[src/rtl/fired_tag_fifo.sv]
// Fired-neuron tag queue between the neuron update stage and the synaptic unit.
// A per-timestep fired bitmap drops duplicate tags before they reach the queue.
module fired_tag_fifo #(
  parameter int numneurons = 2,
  parameter int tagbits    = 1,
  parameter int ptrbits    = 1
) (
  input  logic               clk,
  input  logic               asyn_reset,
  input  logic               enq_req,
  input  logic [tagbits-1:0] enq_tag,
  input  logic               req_deq,
  input  logic               step_clear,
  input  logic               flush,
  output logic [tagbits-1:0] src_tag_out,
  output logic               fifo_empty,
  output logic               fifo_full,
  output logic [ptrbits:0]   count,
  output logic               dup_drop,
  output logic               overflow,
  output logic               underflow
);
  localparam int               DEPTH   = 1 << ptrbits;
  localparam logic [ptrbits:0] DEPTH_C = {1'b1, {ptrbits{1'b0}}};
  localparam logic [tagbits:0] NUM_C   = (tagbits+1)'(numneurons);

  logic [tagbits-1:0]    mem_q [DEPTH];
  logic [ptrbits-1:0]    rptr_q, rptr_d, wptr_q, wptr_d;
  logic [ptrbits:0]      count_q, count_d;
  logic [numneurons-1:0] fired_q, fired_d;
  logic                  dup_q, dup_d, ovf_q, ovf_d, unf_q, unf_d;
  logic                  in_range, seen, acc, deq;

  assign fifo_empty  = (count_q == '0);
  assign fifo_full   = (count_q == DEPTH_C);
  assign count       = count_q;
  assign src_tag_out = fifo_empty ? '0 : mem_q[rptr_q];
  assign dup_drop    = dup_q;
  assign overflow    = ovf_q;
  assign underflow   = unf_q;

  // A same-cycle step_clear makes the bitmap look empty to this cycle's enqueue.
  always_comb begin
    in_range = ({1'b0, enq_tag} < NUM_C);
    seen     = 1'b0;
    for (int i = 0; i < numneurons; i++)
      if (enq_tag == tagbits'(i) && fired_q[i] && !step_clear) seen = 1'b1;
    deq = req_deq && !fifo_empty && !flush;
    acc = enq_req && in_range && !seen && (!fifo_full || req_deq) && !flush;
  end

  always_comb begin
    rptr_d  = rptr_q;
    wptr_d  = wptr_q;
    count_d = count_q;
    fired_d = step_clear ? '0 : fired_q;
    dup_d   = 1'b0;
    ovf_d   = ovf_q;
    unf_d   = unf_q;
    if (flush) begin
      rptr_d  = '0;
      wptr_d  = '0;
      count_d = '0;
      fired_d = '0;
    end else begin
      if (deq) rptr_d = rptr_q + ptrbits'(1);
      if (acc) begin
        wptr_d = wptr_q + ptrbits'(1);
        for (int i = 0; i < numneurons; i++)
          if (enq_tag == tagbits'(i)) fired_d[i] = 1'b1;
      end
      case ({acc, deq})
        2'b10:   count_d = count_q + (ptrbits+1)'(1);
        2'b01:   count_d = count_q - (ptrbits+1)'(1);
        default: count_d = count_q;
      endcase
      dup_d = enq_req && (!in_range || seen);
      if (enq_req && in_range && !seen && fifo_full && !req_deq) ovf_d = 1'b1;
      if (req_deq && fifo_empty) unf_d = 1'b1;
    end
  end

  always_ff @(posedge clk or posedge asyn_reset) begin
    if (asyn_reset) begin
      rptr_q  <= '0;
      wptr_q  <= '0;
      count_q <= '0;
      fired_q <= '0;
      dup_q   <= 1'b0;
      ovf_q   <= 1'b0;
      unf_q   <= 1'b0;
    end else begin
      rptr_q  <= rptr_d;
      wptr_q  <= wptr_d;
      count_q <= count_d;
      fired_q <= fired_d;
      dup_q   <= dup_d;
      ovf_q   <= ovf_d;
      unf_q   <= unf_d;
    end
  end

  // Storage needs no reset: entries are only visible through count.
  always_ff @(posedge clk) begin
    if (acc) mem_q[wptr_q] <= enq_tag;
  end
endmodule

[config.mk]
export PLATFORM = sky130hd
export DESIGN_NAME = fired_tag_fifo
export DESIGN_NICKNAME = d
export VERILOG_FILES = /design/src/rtl/fired_tag_fifo.sv
export SDC_FILE = /design/constraint.sdc
export NUM_CORES = 1
export LEC_CHECK = 0
export ABC_AREA = 1
export ABC_CLOCK_PERIOD_IN_PS = 2600
export CAP_MARGIN = 40
export CORE_AREA = 2 2 39 41
export CTS_BUF_LIST = sky130_fd_sc_hd__clkbuf_8
export CTS_CLUSTER_SIZE = 12
export DETAILED_ROUTE_END_ITERATION = 6
export DIE_AREA = 0 0 41 43
export MAX_ROUTING_LAYER = met4
export PLACE_DENSITY = 0.84
export SLEW_MARGIN = 5
export SYNTH_ARGS = -nofsm -noshare
export SYNTH_HDL_FRONTEND = slang
export SYNTH_SLANG_ARGS = --single-unit
[constraint.sdc]
create_clock -name clk -period 2.6 [get_ports clk]
set_clock_uncertainty 0.15 [all_clocks]
set_input_delay 0.52 -clock clk [delete_from_list [all_inputs] [get_ports clk]]
set_output_delay 0.52 -clock clk [all_outputs]
set_load 0.005 [all_outputs]
==> results.json <==
{
  "status": "completed",
  "ys_ff_latch": 11,
  "cts_inserted_buffers": 3,
  "dr.first_iter.drc_count": 10,
  "postRouteAntennaNets": 0,
  "peakVddDrop_uv": 358.9,
  "finalSetupViolations": 0,
  "io_pins": 15,
  "clk_pin_slew_worst_paths_ns": 0.05,
  "wirelength_um": 1050,
  "viasPerCell": 4.922,
  "fin_tns_setup_ns": 0,
  "dieArea_mm2": 0.001763,
  "synth_nets": 76,
  "cts_root_buf": "clkbuf_8",
  "hold_viol_final": 0,
  "yosysWarnings": 0,
  "die_height_um": 43,
  "p_leak_nw": 0.3805,
  "insertion_delay_ns": 0.23,
  "drv_cap": 0,
  "post_cts_resized": 0,
  "port_buffers": 14,
  "end_kind": "output pin",
  "hpwl_um": 817.6,
  "synth_area_leaders": "dfrtp_1 40%, nand2_1 11%, edfxtp_1 11%",
  "rows": 14,
  "slew_headroom_pct": 75.28,
  "syn_to_final_growth_pct": 35.16,
  "yosysMostFrequentCell": "nand2_1",
  "final_cell_area_um2": 769.5,
  "die_x_um": 41,
  "clkSinkCount": 11,
  "overflow": 0,
  "ys_dominant_reg_cell": "dfrtp_1",
  "final_util_pct": 55.61,
  "synthCells": 69,
  "cts_tree": "done",
  "num_vias": 502,
  "initial_core_util_pct": 41.14,
  "layout-drive-gt1-share_pct": 11.63,
  "hp-class": "flop to flop",
  "post-synth-top-area-cell": "dfrtp_1",
  "ctsHtreeMaxLevel": 1,
  "rsz0062_at_grt": "no",
  "finalCritPeriodShare_pct": 83.25,
  "grt_pass1_wl_um": 1725,
  "layout.nets": 94,
  "cp_max_fo": 8,
  "cts_buffer_depth": 2,
  "syn_avg_cell_area_um2": 8.251,
  "wl_per_cell_um": 10.29,
  "synth_cell_type_count": 19,
  "maxSlewViolCount": 0,
  "async_flop_share_pct": 81.82,
  "dpl-instance-area_um2": 724.4,
  "hold_ws_ns": 0.3002,
  "tightest_slew_ns": 0.3683,
  "place.gp.congestion": 0.8446,
  "critPathTopFamily": "buffers and inverters",
  "crit_buf_inv": 1,
  "power_density_mw_per_mm2": 546.5,
  "hold_buffers": 0,
  "critPathLaunchType": "flop",
  "antenna_found_initial": 0,
  "crit_required_ns": 1.93,
  "synth-edff-count": 2,
  "critPathSlowestCell": "clkdlybuf4s50_1",
  "worstPathArrival_ns": 1.49,
  "fill_cells": 133,
  "synth_seq_area_share_pct": 50.11,
  "yosysTopAreaCellShare_pct": 39.56,
  "post_cts_buffers": 0,
  "coreArea_mm2": 0.001384,
  "max_freq_mhz": 462.0,
  "cp_cell_sequence": "nor2_1 -> clkdlybuf4s50_1",
  "n_antenna_cell": 0,
  "grtUsageTotal_pct": 14.54,
  "grt_pass1_vias": 431,
  "synth_common_cells": "17 x nand2_1, 10 x inv_1, 9 x dfrtp_1",
  "drcViolationCount": 0,
  "grt_max_degree": 10,
  "max_stage_delay_ns": 0.55,
  "drt_pass1_iterations": 4,
  "syn_area_um2": 569.3,
  "worst-setup-path-type": "flop to output pin",
  "min_period_ns": 2.164
}
==> through the flow <==
stage,setup slack [ns],power (mW),instances
finish,0.4356,0.4205,102
global route,0.3655,0.4435,102
CTS,0.4465,0.4237,102
detailed placement,0.5336,0.2604,98
global placement,0.5372,0.2590,98
floorplan,1.089,0.2300,69
==> area by class of cell <==
cell class,count,area [um^2],area share [%]
sequential,11,285.3,37.07
multi-input combinational,45,234.0,30.41
timing repair buffer,14,140.1,18.21
inverter,12,45.04,5.854
clock buffer,3,41.29,5.366
tap,16,20.02,2.602
clock inverter,1,3.754,0.4878
==> power by group <==
part           internal, mW  switching [mW]  total, mW  leakage (nW)
sequential            0.185         0.00670      0.192         0.136
clock                 0.103          0.0592      0.162        0.0269
combinational        0.0319          0.0344     0.0663         0.218
==> final timing paths <==
path | startpoint | endpoint | slack [ns] | cells past startpoint
max | count[1] | fifo_empty | 0.44 | 2
min | overflow | overflow | 0.30 | 1
max in group asynchronous | asyn_reset | count[1] | 1.64 | 2
min in group asynchronous | asyn_reset | dup_drop | 0.41 | 2
max reg2reg | count[1] | count[0] | 1.13 | 5
min reg2reg | overflow | overflow | 0.30 | 1
==> routing by layer <==
| layer | routed length (um) | share of wire (%) | track usage [%] |
|---|---|---|---|
| met5 | 0 | 0 | - |
| met4 | 29 | 2.8 | 8.000 |
| met3 | 30 | 2.9 | 1.571 |
| met2 | 510 | 49 | 20.63 |
| met1 | 480 | 46 | 19.66 |
==> sequential cells by signal (all words and copies together), names as in the netlist <==
name	cells
rptr_q	1
count	2
wptr_q	1
overflow	1
mem_q	2
dup_drop	1
fired_q	2
underflow	1
==> layout by cell type (no fill, tap or decap) <==
cell	count
a21oi_1	2
nand2_1	17
edfxtp_1	2
clkdlybuf4s50_1	14
nand4_1	2
mux2i_1	1
nor3_1	1
nand3_1	3
clkbuf_8	3
nor2_4	1
nand2_4	2
a21oi_2	1
inv_1	11
inv_2	2
nand3_2	1
dfrtp_1	9
o21ai_0	2
nor2_1	8
a21o_1	2
o21ai_1	2
==> cell families after synthesis <==
group	Yosys count	synth area share (%)
AO/OA/AOI/OAI	9	9.450
buffers and inverters	13	8.792
flip-flops	11	50.11
multiplexers	1	1.758
AND/OR/NAND/NOR	35	29.89
No activity file was read; power rests on OpenSTA's default activity.
